--- src/rtl/fifo_cdcc_pkg.sv ---
// Shared definitions for the FIFO write-side arbitration logic.
// Holds the arbiter state encodings used by fifo_write_arbiter.
package fifo_cdcc_pkg;

  localparam logic ST_IDLE  = 1'b0;
  localparam logic ST_BURST = 1'b1;

  typedef enum logic {
    S_IDLE  = ST_IDLE,
    S_BURST = ST_BURST
  } arb_state_e;

endpackage

--- src/rtl/rr_priority_picker.sv ---
// Round-robin priority picker: first set request bit found
// searching upward from (i_last_idx + 1) mod INT_REQUESTERS.
module rr_priority_picker #(
  parameter int INT_REQUESTERS = 4,
  parameter int INT_IDX_BITS   = $clog2(INT_REQUESTERS)
) (
  input  logic [INT_REQUESTERS-1:0] i_req,
  input  logic [INT_IDX_BITS-1:0]   i_last_idx,
  output logic [INT_REQUESTERS-1:0] o_onehot,
  output logic [INT_IDX_BITS-1:0]   o_idx,
  output logic                      o_any
);

  // Walk all requesters once, starting just after the last grantee
  always_comb begin
    int                    v_pos;
    logic [INT_IDX_BITS-1:0] v_idx;
    o_onehot = '0;
    o_idx    = '0;
    o_any    = 1'b0;
    v_pos    = 0;
    v_idx    = '0;
    for (int k = 1; k <= INT_REQUESTERS; k++) begin
      v_pos = (int'(i_last_idx) + k) % INT_REQUESTERS;
      v_idx = INT_IDX_BITS'(v_pos);
      if (!o_any && i_req[v_idx]) begin
        o_any           = 1'b1;
        o_idx           = v_idx;
        o_onehot[v_idx] = 1'b1;
      end
    end
  end

endmodule

--- src/rtl/fifo_write_arbiter.sv ---
// Round-robin burst arbiter in front of the FIFO write controller.
// One requester owns the write port until its last beat or the burst cap.
module fifo_write_arbiter
  import fifo_cdcc_pkg::*;
#(
  parameter int INT_REQUESTERS = 4,
  parameter int INT_DATA_BITS  = 32,
  parameter int INT_MAX_BURST  = 16
) (
  input  logic                                    wr_clk,
  input  logic                                    wr_rst,
  input  logic [INT_REQUESTERS-1:0]               i_valid,
  input  logic [INT_REQUESTERS-1:0]               i_last,
  input  logic [INT_REQUESTERS*INT_DATA_BITS-1:0] i_data,
  output logic [INT_REQUESTERS-1:0]               o_ready,
  output logic                                    o_valid,
  output logic [INT_DATA_BITS-1:0]                o_data,
  output logic                                    o_last,
  output logic [$clog2(INT_REQUESTERS)-1:0]       o_src_id,
  input  logic                                    i_ready,
  output logic [INT_REQUESTERS-1:0]               o_grant,
  output logic                                    o_trunc
);

  localparam int ID_W  = $clog2(INT_REQUESTERS);
  localparam int CNT_W = $clog2(INT_MAX_BURST + 1);
  localparam logic [CNT_W-1:0] CNT_MAX = CNT_W'(INT_MAX_BURST);
  localparam logic [ID_W-1:0]  ID_END  = ID_W'(INT_REQUESTERS - 1);

  arb_state_e                r_state;
  logic [INT_REQUESTERS-1:0] r_grant;
  logic [ID_W-1:0]           r_src_id;
  logic [ID_W-1:0]           r_last_gnt;
  logic [CNT_W-1:0]          r_cnt;

  logic [INT_REQUESTERS-1:0] w_pick_oh;
  logic [ID_W-1:0]           w_pick_idx;
  logic                      w_pick_any;
  logic [INT_DATA_BITS-1:0]  w_data;
  logic                      w_valid;
  logic                      w_last;
  logic                      w_beat;
  logic                      w_at_max;
  logic [CNT_W-1:0]          w_cnt_nxt;

  rr_priority_picker #(
    .INT_REQUESTERS (INT_REQUESTERS),
    .INT_IDX_BITS   (ID_W)
  ) u_picker (
    .i_req      (i_valid),
    .i_last_idx (r_last_gnt),
    .o_onehot   (w_pick_oh),
    .o_idx      (w_pick_idx),
    .o_any      (w_pick_any)
  );

  // AND-OR mux of the granted lane; grant is all-zero in IDLE
  always_comb begin
    w_data  = '0;
    w_valid = 1'b0;
    w_last  = 1'b0;
    for (int k = 0; k < INT_REQUESTERS; k++) begin
      if (r_grant[k]) begin
        w_data  |= i_data[k*INT_DATA_BITS +: INT_DATA_BITS];
        w_valid |= i_valid[k];
        w_last  |= i_last[k];
      end
    end
  end

  assign w_beat    = (r_state == S_BURST) && w_valid && i_ready;
  assign w_cnt_nxt = r_cnt + 1'b1;
  assign w_at_max  = (w_cnt_nxt == CNT_MAX);

  assign o_valid  = w_valid;
  assign o_data   = w_data;
  assign o_last   = w_last;
  assign o_grant  = r_grant;
  assign o_src_id = r_src_id;
  assign o_ready  = wr_rst ? '0 : (r_grant & {INT_REQUESTERS{i_ready}});
  assign o_trunc  = w_beat && w_at_max && !w_last;

  // Grant/burst FSM: arbitrate in IDLE, hold grant until last or cap
  always_ff @(posedge wr_clk or posedge wr_rst) begin
    if (wr_rst) begin
      r_state    <= S_IDLE;
      r_grant    <= '0;
      r_src_id   <= '0;
      r_last_gnt <= ID_END;
      r_cnt      <= '0;
    end else begin
      unique case (r_state)
        S_IDLE: begin
          if (w_pick_any) begin
            r_state    <= S_BURST;
            r_grant    <= w_pick_oh;
            r_src_id   <= w_pick_idx;
            r_last_gnt <= w_pick_idx;
            r_cnt      <= '0;
          end
        end
        S_BURST: begin
          if (w_beat) begin
            if (w_last || w_at_max) begin
              r_state  <= S_IDLE;
              r_grant  <= '0;
              r_src_id <= '0;
              r_cnt    <= '0;
            end else begin
              r_cnt <= w_cnt_nxt;
            end
          end
        end
        default: r_state <= S_IDLE;
      endcase
    end
  end

endmodule
--- config.mk ---
export PLATFORM = sky130hd
export DESIGN_NAME = fifo_write_arbiter
export DESIGN_NICKNAME = d
export VERILOG_FILES = /design/src/rtl/fifo_cdcc_pkg.sv /design/src/rtl/rr_priority_picker.sv /design/src/rtl/fifo_write_arbiter.sv
export SDC_FILE = /design/constraint.sdc
export NUM_CORES = 1
export LEC_CHECK = 0
export CAP_MARGIN = 25
export CELL_PAD_IN_SITES_DETAIL_PLACEMENT = 1
export CELL_PAD_IN_SITES_GLOBAL_PLACEMENT = 1
export CORE_ASPECT_RATIO = 2
export CORE_MARGIN = 2
export CORE_UTILIZATION = 23
export CTS_CLUSTER_DIAMETER = 200
export DETAILED_ROUTE_END_ITERATION = 8
export PLACE_DENSITY = 0.91
export SYNTH_ARGS = -nofsm -noshare
export SYNTH_HDL_FRONTEND = slang
export SYNTH_HIERARCHICAL = 1
export SYNTH_SLANG_ARGS = --single-unit
export TNS_END_PERCENT = 5
--- constraint.sdc ---
create_clock -name wr_clk -period 5.58 [get_ports wr_clk]
set_input_delay 1.395 -clock wr_clk [delete_from_list [all_inputs] [get_ports wr_clk]]
set_output_delay 1.395 -clock wr_clk [all_outputs]
set_load 0.01 [all_outputs]
==> results of run 1 <==
## metrics by stage
step | std cells | power [mW] | utilization
after floorplan | 275 | 0.962 | -
after global placement | 539 | 1.60 | 0.445
after detailed placement | 539 | 1.65 | 0.445
after CTS | 543 | 1.80 | 0.455
after global routing | 543 | 1.92 | 0.455
final | 543 | 1.80 | 0.455
## kinds of logic after synthesis
kind of cell	synth area share
compound gates	0.409
simple gates	0.208
buf+inv	0.0844
mux	0.0796
flops	0.166
fa+ha+maj	0.0531
## cells in the final DEF, fill, tap and decap left out, drive strengths merged, types with 3 or more instances in the layout
master	n
clkbuf	4
a2111o	4
or3	4
a21oi	13
ha	9
inv	11
mux2i	9
nand2	46
nand3b	5
and2	4
a211oi	3
nand2b	3
nor2	9
clkdlybuf4s50	183
dfrtp	12
buf	5
a22oi	66
o31ai	5
nand3	4
mux2	3
a31oi	5
o21ai	3
nand4	9
## final timing paths
path | from | endpoint | slack [ns] | cells past startpoint
setup / recovery | i_valid[2] | o_trunc | 0.82 | 6
hold / removal | o_src_id[0]$_DFFE_PP0P_ | o_src_id[0]$_DFFE_PP0P_ | 0.56 | 2
setup reg to reg | r_last_gnt[0]$_DFFE_PP1P_ | o_grant[0]$_DFFE_PP0P_ | 2.50 | 8
hold reg to reg | o_src_id[0]$_DFFE_PP0P_ | o_src_id[0]$_DFFE_PP0P_ | 0.56 | 2
max in group asynchronous | wr_rst | r_last_gnt[1]$_DFFE_PP1P_ | 3.69 | 2
min in group asynchronous | wr_rst | r_state$_DFF_PP0_ | 1.53 | 2
## state kept, by name, summed over array words and instances, names as in the netlist
| name | count |
|---|---|
| o_grant | 4 |
| r_cnt | 5 |
| r_last_gnt | 2 |
| r_state | 1 |
| o_src_id | 2 |
## power breakdown
group	internal, mW	switching, mW	leakage (nW)
logic	0.705	0.727	1.43
clock network	0.109	0.0443	0.0442
registers	0.143	0.0696	0.177
## critical path, stage by stage
cell and delay [ns]:
clkdlybuf4s50_1 0.70, a22oi_1 0.22, a21oi_2 0.25, nand2_4 0.10, nor3_1 0.15, clkdlybuf4s50_1 0.56
## layout make-up
cell class                 instances  area (um^2)  share of cell area
clock buffer                       4         88.8              0.0218
timing repair buffer             188         1870               0.459
tap                              102          128              0.0314
inverter                          11         41.3              0.0101
sequential                        14          353              0.0867
multi-input combinational        224         1590               0.391
## layer usage
layer | global-route usage | vias to the layer above | part of all wire
met5 | 0 | - | 0
met4 | 0.0576 | 0 | 0.022
met3 | 0.0449 | 17 | 0.076
met2 | 0.421 | 146 | 0.56
met1 | 0.215 | 1474 | 0.34
li1 | - | 1399 | -
==> results, run 1 <==
- The flow ran to the end, and the final reports show no timing, DRC or antenna violations.
- The insertion delay to the later sink of the worst-skew pair is approximately 0.25 ns.
- Summed over all failing endpoints, the final setup total negative slack is 0 ns.
- Of the cells placed in the final design, the portion with a size suffix greater than 1 is 0.0544.
- Once layout is done, the placed cells without fillers occupy 4070 um^2.
- VDD sags by at most between 150 and 200 uV.
- Counting flops with a built-in enable in the synthesized netlist gives 0.
- Synthesis produced a netlist with a net count of between 400 and 500.
- The timing-limited maximum frequency is 210 MHz.
- The proportion of register bits with asynchronous set or reset after synthesis is 1.00.
- After layout, the minimum clock period comes to 4.76 ns.
- The final layout contains 590 nets.
- The slew at the pin with the worst max-slew slack is 0.687 ns.
- The level count of the clock H-tree is 1.
- In this run the clock root is driven by a clkbuf_16.
- The post-detailed-placement cell area is 3980 um^2.
- The count of nets left with antenna violations after detail routing is 0.
- Across the run, the number of max-cap violations was 0.
- Sorting the synthesized cells by area gives the leading types as a22oi_1 23%, dfrtp_1 14%, nand2_1 8.0%, ha_1 5.3%, mux2i_1 4.2%.
- The final-layout fill cell count is between 1,000 and 1,500.
- The min-delay analysis places its worst path in the category register to register.
- The final-report hold violation count is 0.
- The post-CTS setup-driven buffer insertion count is 0.
- In the post-route analysis, the smallest setup slack over all paths is 0.816 ns.
- Setup repair after global routing left no endpoint under its margin.
- In the synthesized netlist the dominant register cell turns out to be dfrtp_1.
- Setup violations remaining at the end of the flow were counted as 0.
- The routed design has between 10 and 15 mm of wire.
- The weighted congestion at the end of routability-driven global placement is between 0.9 and 1.
- The ratio of final minimum period to clock period is 0.854.
- The floorplan core area is 8950 um^2.
- The number of gates resized after CTS was 0.
- After detailed routing, the number of remaining DRC violations is 0.
- The type of the worst setup path is input pin to output port.
- Summing over every cut layer, the via total after detailed routing is about 3,000.
- The first global-routing pass estimated about 17 mm of wire.
- The overall die area is slightly above 10,000 um^2.
- The worst setup path is captured at an output port.
- At the worst endpoint, the arrival time is roughly 3.4 ns.
- By count the netlist is led by 66 x a22oi_1, 45 x nand2_1, 13 x clkbuf_1.
- The synthesized area per cell is a little under 8 um^2.
- The number of core rows is roughly 50.
- During synthesis, Yosys emitted a total of 6 warnings.
- The number of distinct library cells after synthesis is between 40 and 50.
- The maximum number of pins on one net before global-route repair is 37.
- Summing every instance area after synthesis gives around 2100 um^2.
- The via count of the first global-routing pass is 3,064.
- Counting every instance in the synthesized netlist gives 275.
- The clock tree from TritonCTS is done.
- The share of synthesized area in the top cell type comes to 0.234.
- STA puts the critical path data required time at 4.18 ns.
- For this run, the register share of the synthesized area comes to 0.166.
- The initial utilization of the core area, before any placement, comes to 0.237.
- The tightest slew margin relative to the limit is 0.542.
- Timing analysis after detailed placement gives a worst setup slack of 0.826 ns.
- The synthesis-to-finish area growth is 91.9%.
- The TritonCTS sink count is 14.
- The antenna diode count is 0.
- The number of antenna violations at the first check in global routing is 0.
- Among all cell types in the netlist, the one instantiated most often is a22oi_1.
- The height of the chip is around 140 um.
- The die extent in x is ~70 um.
- The maximum fanout along the worst path is 13.
- The worst setup path is launched from an input pin.
- The via count normalized by instance count is between 5 and 6.
- In this run the deepest clock path goes through 2 buffers.
- The count of buffers added on input and output ports is approximately 180.
- After clock tree synthesis, the clock-pin slew on the worst setup and hold paths is roughly 0.050 ns.
- For this run the aggregate overflow at the end of global routing stands at 0.
- The TritonCTS buffer count is 3.
- Across the routed clock network, the largest skew measured is approximately 0.0046 ns.
- The post-synthesis register bit count is 14.
- For this run, the total global-route usage over all layers was measured as 0.213.
- The static leakage is about 1.6 nW.
- The count of final max-slew check failures is 0.
- After clock tree synthesis, the flow added hold-fix buffers numbering 0.
- The final routed wire length divided by cell count is 21.0 um.
- The number of top-level pins is approximately 180.
- The DRC violation total after the first TritonRoute iteration is 80.
- The count of TritonRoute iterations in the first routing pass is 5.
- In this run the power density over the cells is 442 nW/um^2.
- Summed over all nets, the half-perimeter wirelength after detailed placement is slightly above 9 mm.
- The worst slack on hold paths is between 0.5 and 0.6 ns.
- The largest total area in the synthesized netlist belongs to a22oi_1.
Power figures use the tool's default switching activity.
==> inputs of run 2 (changes only) <==
--- a/config.mk
+++ b/config.mk
@@ -9,11 +9,10 @@
 export CELL_PAD_IN_SITES_DETAIL_PLACEMENT = 1
 export CELL_PAD_IN_SITES_GLOBAL_PLACEMENT = 1
 export CORE_ASPECT_RATIO = 2
-export CORE_MARGIN = 2
-export CORE_UTILIZATION = 23
+export CORE_UTILIZATION = 21
 export CTS_CLUSTER_DIAMETER = 200
 export DETAILED_ROUTE_END_ITERATION = 8
-export PLACE_DENSITY = 0.91
+export PLACE_DENSITY = 0.84
 export SYNTH_ARGS = -nofsm -noshare
 export SYNTH_HDL_FRONTEND = slang
 export SYNTH_HIERARCHICAL = 1
==> constraint.sdc (replaced) <==
create_clock -name wr_clk -period 4.8 [get_ports wr_clk]
set_input_delay 1.2 -clock wr_clk [delete_from_list [all_inputs] [get_ports wr_clk]]
set_output_delay 1.2 -clock wr_clk [all_outputs]
set_load 0.01 [all_outputs]
==> results, run 2 (synthesis results as in run 1) <==
- The level count of the clock H-tree was 1 (unchanged).
- The number of nets in the layout is 595 (+0.85%).
- Clock tree synthesis selected as its root buffer the cell clkbuf_16.
- Leaving out fill and tap cells, the most frequent cells in the layout are 183 x clkdlybuf4s50_1, 66 x a22oi_1, 45 x nand2_1, 12 x a21oi_1, 12 x dfrtp_1.
- The height of the chip came to 144 um (+3.1%).
- The tightest slew margin relative to the limit was 0.564 (+0.0225).
- The weighted congestion at the end of routability-driven global placement is 0.924 (-0.22%).
- The required time of the critical path is 3.60 ns (-0.58 ns).
- STA classifies the critical path endpoint as an output port.
- The internal power summed over all cells came to 1.12 mW (+17%).
- The register bank with the most flops is r_cnt.
- The final design utilization is 0.424 (-0.0301).
- The most numerous cell type found on the critical path is clkdlybuf4s50_1.
- The maximum clock skew at final layout is 0.000865 ns (-0.00375 ns).
- The type of element launching the critical path is an input pin.
- The static leakage is 1.67 nW (+1.4%).
- The count of TritonRoute iterations in the first routing pass is 4 (-1).
- The total detailed-routing wirelength is 12.1 mm (+6.1%).
- The worst endpoint data arrival time is 2.98 ns (-0.39 ns).
- The count of placed standard cells including taps came to 574 (+6.5%).
- The proportion of layout cells with a drive suffix above 1 is 0.0650 (+0.0106).
- The fraction of power spent switching nets is 0.473 (+0.00538).
- The quantity of hold-fixing buffers added after cts came to 0 (unchanged).
- The maximum fanout along the worst path is 4 (-9).
- The maximum number of pins on one net before global-route repair is 34 (-8.1%).
- The number of core rows is 51 (+4.1%).
- The worst stage delay on the critical path is 0.57 ns (-0.13 ns).
- The count of final max-slew check failures was 0 (unchanged).
- The final routed wire length divided by cell count is 20.9 um (-0.30%).
- The total half-perimeter wirelength after legalization and detailed placement came to 9.82 mm (+5.2%).
- The worst slack on hold paths was 0.573 ns (+0.0110 ns).
- The total net switching power is 1.01 mW (+20%).
- The total power after layout is 2.13 mW (+18%).
- The die extent in x is 73.1 um (+1.6%).
- The flow ran to the end, and the final reports show no timing, DRC or antenna violations.
- The overall via count from detail_route was 3,070 (+1.1%).
- The via count normalized by instance count is 5.31 (-5.0%).
- The DRC violation total after the first TritonRoute iteration is 181 (+130%).
- Leaving out fill and tap cells, the most frequent cell in the layout is clkdlybuf4s50_1.
- On the critical path, the stage with the largest delay is an instance of clkdlybuf4s50_1.
- The max-cap check violation count is 0 (unchanged).
- The count of placed standard cells in the final layout, fillers left out came to 578 (+6.4%).
- The global routing usage summed across all routing layers is 0.218 (+0.00500).
- The final-report hold violation count is 0 (unchanged).
- The ratio of final minimum period to clock period is 0.871.
- The slew at the pin with the worst max-slew slack is 0.654 ns (-0.0338 ns).
- The wire length of the first global-routing pass was 17.4 mm (+3.9%).
- The power density over the cells was 514 nW/um^2 (+16%).
- The TritonCTS sink count is 14 (unchanged).
- The final count of negative-setup-slack endpoints is 0 (unchanged).
- The port buffer count is 183 (unchanged).
- The number of top-level pins is 184 (unchanged).
- The final routed DRC violation total was 0 (unchanged).
- The flip-flop count of the largest register, all copies and words added is 5 (unchanged).
- The number of antenna violations at the first check in global routing was 0 (unchanged).
- The setup TNS after final layout is 0 ns (unchanged).
- The clock share of power is 0.084 (about the same).
- The insertion delay to the later sink of the worst-skew pair is 0.25 ns (about the same).
- The critical path goes through clkdlybuf4s50_1 > a22o_1 > a221oi_4 > nand2_4 > nor3_1 > clkdlybuf4s50_1.
- The count of instances resized after the clock tree is built was 0 (unchanged).
- The sum of overflow across all layers after global routing is 0 (unchanged).
- The critical path is of the input pin to output port type.
- The post-CTS setup-driven buffer insertion count is 0 (unchanged).
- The fraction of power consumed by combinational cells is 0.785 (-0.011).
- Subtracting the final worst setup slack from the clock period gives approximately 4.2 ns.
- TritonCTS built the clock tree.
- The path class of the tightest hold or removal check is register to register.
- The floorplan core area came to 9760 um^2 (+9.1%).
- The peak supply drop is 181 uV (+7.4%).
- The TritonCTS buffer count was 3 (unchanged).
- The clock input transition at the sequential cells of the worst setup and hold paths came to 0.05 ns (about the same).
- The via count of the first global-routing pass came to 3,281 (+7.1%).
- The count of nets left with antenna violations after detail routing is 0 (unchanged).
- The initial core utilization is 0.217 (-0.0197).
- The synthesis-to-finish area growth is 95.4%.
- Setup repair after global routing left no endpoint under its margin.
- The overall die area came to 10,500 um^2 (+4.8%).
- The maximum number of buffers from clock root to sink came to 2 (unchanged).
- The antenna diode count is 0 (unchanged).
- The timing-limited maximum frequency is about 240 MHz.
- The sequential share of power is 0.131 (+0.013).
run 2: path summary, 6_finish.rpt:
| check | slack, ns | start | cells past startpoint | to |
|---|---|---|---|---|
| setup reg to reg | 1.64 | r_last_gnt[0]$_DFFE_PP1P_ | 8 | o_grant[0]$_DFFE_PP0P_ |
| hold reg to reg | 0.57 | r_state$_DFF_PP0_ | 2 | r_state$_DFF_PP0_ |
| hold / removal | 0.57 | r_state$_DFF_PP0_ | 2 | r_state$_DFF_PP0_ |
| min in group asynchronous | 1.34 | wr_rst | 2 | r_state$_DFF_PP0_ |
| max in group asynchronous | 3.09 | wr_rst | 2 | r_last_gnt[1]$_DFFE_PP1P_ |
| setup / recovery | 0.62 | i_last[0] | 6 | o_trunc |
run 2: per-stage QoR:
step	setup slack, ns	instance area (um^2)
5_1_grt	0.535	4140
4_1_cts	0.583	4140
6_report	0.620	4140
3_5_place_dp	0.591	4060
3_3_place_gp	0.582	4060
2_1_floorplan	1.43	2120
run 2: per-layer routing:
metal	vias to the layer above	part of all wire	track usage
met1	1492	0.33	0.205
met2	149	0.56	0.441
met3	23	0.075	0.0369
met5	-	0	0
met4	0	0.032	0.0888
li1	1406	-	-
run 2: layout make-up:
| type | count | area (um^2) |
|---|---|---|
| Clock buffer | 4 | 88.8 |
| Sequential cell | 14 | 353 |
| Tap cell | 132 | 165 |
| Multi-Input combinational cell | 224 | 1590 |
| Timing Repair Buffer | 193 | 1910 |
| Fill cell | 1172 | 5620 |
| Inverter | 11 | 41.3 |
run 2: worst max-delay path, delay by kind of cell:
| kind | cells | cell delay [ns] |
|---|---|---|
| AOI/OAI and AO/OA | 2 | 0.50 |
| buffers and inverters | 2 | 0.98 |
| and+or+nand+nor | 2 | 0.28 |
run 2: power by group through the flow:
| stage | clock network, mW | logic [mW] | registers (mW) |
|---|---|---|---|
| after CTS | 0.179 | 1.67 | 0.283 |
| after detailed placement | 0 | 1.67 | 0.283 |
| after floorplan | 0 | 0.902 | 0.217 |
| final | 0.179 | 1.67 | 0.279 |
| after global routing | 0.186 | 1.79 | 0.293 |
| after global placement | 0 | 1.62 | 0.280 |
==> inputs of run 3 (changes only) <==
--- a/config.mk
+++ b/config.mk
@@ -5,14 +5,16 @@
 export SDC_FILE = /design/constraint.sdc
 export NUM_CORES = 1
 export LEC_CHECK = 0
+export ABC_AREA = 1
 export CAP_MARGIN = 25
 export CELL_PAD_IN_SITES_DETAIL_PLACEMENT = 1
 export CELL_PAD_IN_SITES_GLOBAL_PLACEMENT = 1
 export CORE_ASPECT_RATIO = 2
-export CORE_UTILIZATION = 21
+export CORE_UTILIZATION = 19
 export CTS_CLUSTER_DIAMETER = 200
 export DETAILED_ROUTE_END_ITERATION = 8
-export PLACE_DENSITY = 0.84
+export PLACE_DENSITY = 0.82
+export SLEW_MARGIN = 20
 export SYNTH_ARGS = -nofsm -noshare
 export SYNTH_HDL_FRONTEND = slang
 export SYNTH_HIERARCHICAL = 1
==> results, run 3 <==
- The run finished with clean final reports.
- The global routing usage summed across all routing layers was 0.194 (-0.0242).
- The TritonCTS buffer count is 3 (unchanged).
- The insertion delay to the later sink of the worst-skew pair is 0.24 ns (about the same).
- The overall via count from detail_route is 3,217 (+4.8%).
- The worst stage delay on the critical path was 0.55 ns (-0.02 ns).
- The count of nets left with antenna violations after detail routing is 0 (unchanged).
- The maximum number of buffers from clock root to sink came to 2 (unchanged).
- The dominant synthesized flop cell is dfrtp_1.
- The TritonCTS sink count is 14 (unchanged).
- The total detailed-routing wirelength is 11.2 mm (-7.5%).
- The setup TNS after final layout was 0 ns (unchanged).
- The peak supply drop was 94.9 uV (-47%).
- The cell that appears most often on the critical path is clkdlybuf4s50_1.
- The final routed wire length divided by cell count was 16.3 um (-22%).
- The gate count after technology mapping is 371 (+35%).
- The worst reg-to-reg path cell count was 13 (+5).
- The area share of the largest cell type after synthesis came to 0.320 (+0.0863).
- The post-CTS setup-driven buffer insertion count came to 0 (unchanged).
- The tightest min-delay check is of the register to register type.
- By area, the combinational part of the netlist is dominated by simple AND/OR/NAND/NOR gates.
- The final-report hold violation count is 0 (unchanged).
- The max-cap check violation count is 0 (unchanged).
- The height of the chip came to 152 um (+5.1%).
- The adder and majority cell fraction of the synthesized area came to 0.0530 (-0.0000626).
- The count of final max-slew check failures came to 0 (unchanged).
- The flip-flop count of the largest register, all copies and words added is 5 (unchanged).
- The minimum clock period was 4.14 ns (-0.0435 ns).
- STA classifies the critical path endpoint as an output port.
- The timing-limited maximum frequency came to 242 MHz (+1.1%).
- The buffers plus inverters on the worst setup path is 3 (+1).
- STA classifies the critical path startpoint as an input pin.
- The register area is 353 um^2 (unchanged).
- The worst min-delay path startpoint is o_src_id[0]$_DFFE_PP0P_.
- The maximum number of pins on one net before global-route repair was 23 (-32%).
- The port buffer count is 183 (unchanged).
- In the layout the commonest cells are 183 x clkdlybuf4s50_1, 181 x nand2_1, 40 x nand4_1, 30 x nand3_1, 22 x inv_1.
- The required time of the critical path came to 3.60 ns (about the same).
- The power density over the cells was 105 nW/um^2 (-80%).
- The total number of cells along the worst setup path is 8 (+2).
- The quantity of hold-fixing buffers added after cts is 0 (unchanged).
- The final-layout fill cell count was 1,367 (+17%).
- The startpoint of the worst-slack reg-to-reg timing path is r_last_gnt[1]$_DFFE_PP1P_.
- TritonCTS built the clock tree.
- The root buffer cell is clkbuf_16.
- The internal power summed over all cells is 0.348 mW (-69%).
- The post-synthesis share of cell area spent on and, or, nand and nor gates was 0.624 (+0.416).
- The clock share of power is 0.406 (+0.322).
- The complex-gate fraction of the synthesized area is 0.0566 (-0.352).
- The number of nets in the layout came to 693 (+16%).
- The number of distinct library cells after synthesis is 29 (-40%).
- The worst slack on hold paths came to 0.519 ns (-0.0542 ns).
- The sum of overflow across all layers after global routing is 0 (unchanged).
- Summed over all instances, the cell type with the most area after synthesis is nand2_1.
- The number of top-level pins is 184 (unchanged).
- The register bank with the most flops is r_cnt.
- The wire length of the first global-routing pass was 17.7 mm (+1.7%).
- The via count of the first global-routing pass is 3,470 (+5.8%).
- The overall die area was 11,600 um^2 (+10%).
- The most common cell in the netlist is nand2_1.
- The count of instances resized after the clock tree is built is 0 (unchanged).
- The total of warnings raised by yosys was 6 (unchanged).
- The weighted congestion at the end of routability-driven global placement is 0.824 (-11%).
- The via count normalized by instance count came to 4.70 (-11%).
- The ratio of final minimum period to clock period was 0.862 (-0.00906).
- The multi-input combinational cell area is 1560 um^2 (-2.0%).
- The floorplan core area is 10,900 um^2 (+11%).
- The clock input transition at the sequential cells of the worst setup and hold paths is 0.05 ns (about the same).
- The worst endpoint data arrival time is 2.94 ns (-0.04 ns).
- The count of TritonRoute iterations in the first routing pass is 4 (unchanged).
- The maximum fanout along the worst path is 4 (unchanged).
- The post-synthesis register bit count is 14 (unchanged).
- The initial core utilization is 0.195 (-0.0220).
- The proportion of register bits with asynchronous set or reset after synthesis is 1.00 (unchanged).
- The synthesized area per cell is 5.72 um^2 (-26%).
- The summed instance area of the synthesized netlist is 2120 um^2 (+0.12%).
- The post-synthesis sequential area ratio is 0.166 (-0.000196).
- After synthesis, the most frequently instantiated cells are 181 x nand2_1, 40 x nand4_1, 30 x nand3_1.
- Setup repair after global routing left no endpoint under its margin.
- The proportion of layout cells with a drive suffix above 1 is 0.0754 (+0.0103).
- The total net switching power is 0.0867 mW (-91%).
- The cell with the largest stage delay on the worst path is clkdlybuf4s50_1.
- The portion of netlist area occupied by mux cells is 0 (-0.0796).
- The startpoint of the worst setup timing path is i_valid[3].
- The number of antenna violations at the first check in global routing came to 0 (unchanged).
- The static leakage is 1.74 nW (+4.0%).
- The critical path is of the input pin to output port type.
- The cell depth of the worst min-delay path came to 2 (unchanged).
- The level count of the clock H-tree is 1 (unchanged).
- The fraction of power spent switching nets is 0.199 (-0.273).
- The final count of negative-setup-slack endpoints is 0 (unchanged).
- The top cell family by delay on the critical path is buffers and inverters.
- Traced cell by cell, the critical path runs through clkdlybuf4s50_1 > inv_1 > o21ai_2 > nor2_2 > nor2_8 > nand2_1 > nor2_1 > clkdlybuf4s50_1.
- The final routed DRC violation total was 0 (unchanged).
- The net count after synthesis is 519 (+23%).
- The die extent in x is 76.8 um (+5.1%).
- The synthesis-to-finish area growth is 95.9%.
- Yosys attributes the largest share of cell area to nand2_1 32%, dfrtp_1 14%, nand4_1 12%, nand3_1 7.1%, ha_1 5.3%.
- The DRC violation total after the first TritonRoute iteration was 79 (-56%).
- The fraction of power consumed by combinational cells is 0.321 (-0.464).
- The number of core rows is 54 (+5.9%).
- The sequential share of power is 0.272 (+0.141).
- The commonest non-fill, non-tap cell in the layout is clkdlybuf4s50_1.
- The total power after layout is 0.435 mW (-80%).
- The count of flip-flops with a built-in enable after synthesis was 0 (unchanged).
- The total half-perimeter wirelength after legalization and detailed placement was 9.30 mm (-5.3%).
- The area share of xor/xnor cells in the synthesized design is 0 (unchanged).
- The slew at the pin with the worst max-slew slack is 0.824 ns (+0.170 ns).
- The maximum clock skew at final layout is 0.00181 ns (+0.000950 ns).
- The tightest slew margin relative to the limit was 0.451 (-0.113).
- The antenna diode count is 0 (unchanged).
## run 3: final timing paths
kind | slack (ns) | end
min in group asynchronous | 1.43 | r_cnt[2]$_DFFE_PP0P_
max | 0.66 | o_trunc
min reg2reg | 0.52 | o_src_id[0]$_DFFE_PP0P_
max reg2reg | 1.95 | o_grant[3]$_DFFE_PP0P_
max in group asynchronous | 3.01 | r_last_gnt[1]$_DFFE_PP1P_
min | 0.52 | o_src_id[0]$_DFFE_PP0P_
## run 3: kinds of logic after synthesis
logic type | count (synthesis)
buf+inv | 47
fa+ha+maj | 9
simple gates | 283
compound gates | 18
flops | 14
## run 3: through the flow
stage,instances,cell area [um^2],worst slack [ns],util
5_1_grt,684,4160,0.559,0.382
3_5_place_dp,680,4070,0.623,0.374
6_report,684,4160,0.664,0.382
2_1_floorplan,371,2120,1.81,-
3_3_place_gp,680,4070,0.657,0.374
4_1_cts,684,4160,0.622,0.382
## run 3: power by group through the flow
stage	sequential [mW]	combinational, mW	clock (mW)
2_1_floorplan	0.120	0.0198	0
3_3_place_gp	0.120	0.137	0
3_5_place_dp	0.120	0.140	0
4_1_cts	0.118	0.141	0.179
5_1_grt	0.118	0.149	0.186
6_report	0.118	0.140	0.177
## run 3: routing by layer
| layer | global-route usage | part of all wire | vias to the layer above |
|---|---|---|---|
| li1 | - | - | 1555 |
| met1 | 0.186 | 0.34 | 1481 |
| met2 | 0.383 | 0.55 | 149 |
| met3 | 0.0413 | 0.063 | 32 |
| met4 | 0.0942 | 0.045 | 0 |
| met5 | 0 | 0 | - |
## run 3: worst register-to-register path: stages, from the launching register on
cell	delay, ns
dfstp_2	0.65
inv_1	0.20
ha_1	0.41
inv_2	0.10
nand3_4	0.13
nand2_4	0.08
nor2_4	0.24
nand4_1	0.17
inv_1	0.08
nor2_1	0.05
inv_1	0.32
nand2_2	0.13
nand2_1	0.09
nand2_1	0.07
## run 3: layout make-up
class,instances,area share
clock buffer,4,0.0214
inverter,28,0.0277
timing repair buffer,188,0.449
multi-input combinational,310,0.375
tap,140,0.0421
sequential,14,0.0848
==> RTL edit: new RTL, config.mk and constraints of run 3 <==
Reset style: synchronous (`wr_rst`), changed in one clocked block.
--- a/src/rtl/fifo_write_arbiter.sv
+++ b/src/rtl/fifo_write_arbiter.sv
@@ -82,5 +82,5 @@
 
   // Grant/burst FSM: arbitrate in IDLE, hold grant until last or cap
-  always_ff @(posedge wr_clk or posedge wr_rst) begin
+  always_ff @(posedge wr_clk) begin
     if (wr_rst) begin
       r_state    <= S_IDLE;
Function: differs if wr_rst is asserted again (counterexample within 4 cycles, from zero or initial values and one cycle with wr_rst high); with wr_rst held inactive, the same outputs for 4 cycles.
==> RTL edit against run 3 <==
Worst setup slack improved by 0.019 ns; synthesized cell count down 3.5%; cell area is 0.93% lower; routed wire length rose by 3.5%; synthesized area shrank 0.71%; cell count is 1.9% lower; sequential cell count unchanged; critical path type unchanged.
Power is left out: it rests on default switching activity, and per cell area and clock period it moved more than threefold.
==> RTL edit: results (changes against run 3) <==
{| class="wikitable"
! Metric !! Value
|-
| Clk buf depth || 2 (unchanged)
|-
| Result of the run || completed
|-
| Root Buffer Master || clkbuf_16
|-
| IO Port Bufs || 183 (unchanged)
|-
| Wirelength, routed || 11.56 mm (+3.5%)
|-
| # resized after CTS || 0 (unchanged)
|-
| Final RePlAce weighted congestion || 0.8547 (+3.7%)
|-
| Largest fanout on the critical path || 5 (+1)
|-
| Kind of critical path || in -> out
|-
| Cell accounting for the most synthesized area || nand2_1
|-
| Path type of the worst min-delay path || reg -> reg
|-
| Synth top area cells || nand2_1, dfxtp_1, nand4_1
|-
| Crit path DAT || 2.92 ns (-0.02 ns)
|-
| Estimated wirelength of the detail-placed design || 9.440 mm (+1.5%)
|-
| Placement Cell Area || 0.004029 mm² (-1.0%)
|-
| Mapped Nets || 506 (-2.5%)
|-
| Number of distinct standard cells referenced by the synthesized netlist || 24 (-17%)
|-
| Transition time at the pin with the least slew margin || 0.9019 ns (+0.07828 ns)
|-
| Insertion delay of the later-clocked pin in the worst-skew pair || 0.24 ns (about the same)
|-
| Number of detailed-route iterations in the first pass || 4 (unchanged)
|-
| Maximum number of pins on one net before global-route repair || 23 (unchanged)
|-
| Async set-or-reset flop fraction in the synthesized netlist || 0% (-100 points)
|-
| Top register by number of flip-flops || r_cnt
|-
| Clock-pin slew on the worst setup and hold paths || 0.05 ns (about the same)
|-
| Final clock skew || 0.001257 ns (-0.0005568 ns)
|-
| Commonest cells post-synth || nand2_1, nand4_1, nand3_1
|-
| Fill count || 1,377 (+0.73%)
|-
| Synth Warn # || 6 (unchanged)
|-
| Via-to-Cell Ratio || 4.811 (+2.3%)
|-
| Clock buffer count from CTS || 3 (unchanged)
|-
| Nets@finish || 679 (-2.0%)
|-
| H-tree level count || 1 (unchanged)
|-
| Fin. max-slew vios || 0 (unchanged)
|-
| First-pass GRT wire length || 17.24 mm (-2.8%)
|-
| All-layer global routing usage || 18.99% (-0.40 points)
|-
| Most common flop cell mapped by yosys || dfxtp_1
|-
| Max reg flops || 5 (unchanged)
|-
| Number of antenna violations at the first check in global routing || 0 (unchanged)
|-
| Number of global-route vias before repair || 3,310 (-4.6%)
|-
| Number of DRC markers after the initial detailed-route iteration || 115 (+46%)
|-
| Share of post-route cells with drive strength above 1 || 9.434% (+1.9 points)
|-
| Part of the Yosys area used for sequential elements || 13.29% (-3.3 points)
|-
| Post-CTS Setup Repair Bufs || 0 (unchanged)
|}
==> RTL edit: path summary, 6_finish.rpt <==
| check | start | endpoint | slack (ns) | depth (start not counted) |
|---|---|---|---|---|
| setup / recovery | i_valid[3] | o_trunc | 0.68 | 8 |
| hold / removal | o_src_id[1] | o_src_id[1] | 0.48 | 2 |
| setup reg to reg | r_last_gnt[0] | r_cnt[0] | 1.99 | 12 |
| hold reg to reg | o_src_id[1] | o_src_id[1] | 0.48 | 2 |
==> RTL edit: cell type report <==
type	instances	area (µm²)	area share (%)
repair buffers	187	1862	45.19
inverters	19	78.83	1.913
diodes	1	2.502	0.06073
clock buffers	4	88.84	2.156
multi-input cells	306	1633	39.63
well taps	140	175.2	4.251
flip-flops and latches	14	280.3	6.802
==> RTL edit: cells by family (layout without fill, tap and decap cells) <==
kind of cell,after synthesis,after routing,share of synthesized area (%)
AND/OR/NAND/NOR,267,267,63.26
buffers and inverters,38,210,9.258
AO/OA/AOI/OAI,30,30,8.843
flip-flops,14,14,13.29
adder cells (fa/ha/maj),9,9,5.341
other,0,1,0
==> RTL edit: layer usage <==
metal / routed length, µm / vias to the layer above / track usage, %
li1: - / 1542 / -
met1: 4255 / 1521 / 20.44
met2: 6402 / 147 / 36.85
met3: 661 / 18 / 3.133
met4: 240 / 0 / 6.346
met5: 0 / - / 0
==> RTL edit: worst max-delay path, stage by stage <==
cell             delay (ns)
clkdlybuf4s50_1        0.53
nand2_1                0.07
nand2_1                0.12
nor2_2                 0.05
inv_2                  0.08
nand3_4                0.10
nor3_1                 0.20
clkdlybuf4s50_1        0.56
==> RTL edit: metrics by stage <==
step | hold WS, ns | instances | utilization (%) | setup slack [ns]
2_1_floorplan | 0.4878 | 358 | - | 1.681
3_3_place_gp | 0.4738 | 666 | 37.04 | 0.7111
3_5_place_dp | 0.4754 | 666 | 37.04 | 0.6677
4_1_cts | 0.4819 | 670 | 37.85 | 0.6460
5_1_grt | 0.5047 | 670 | 37.85 | 0.5451
6_report | 0.4801 | 671 | 37.88 | 0.6829
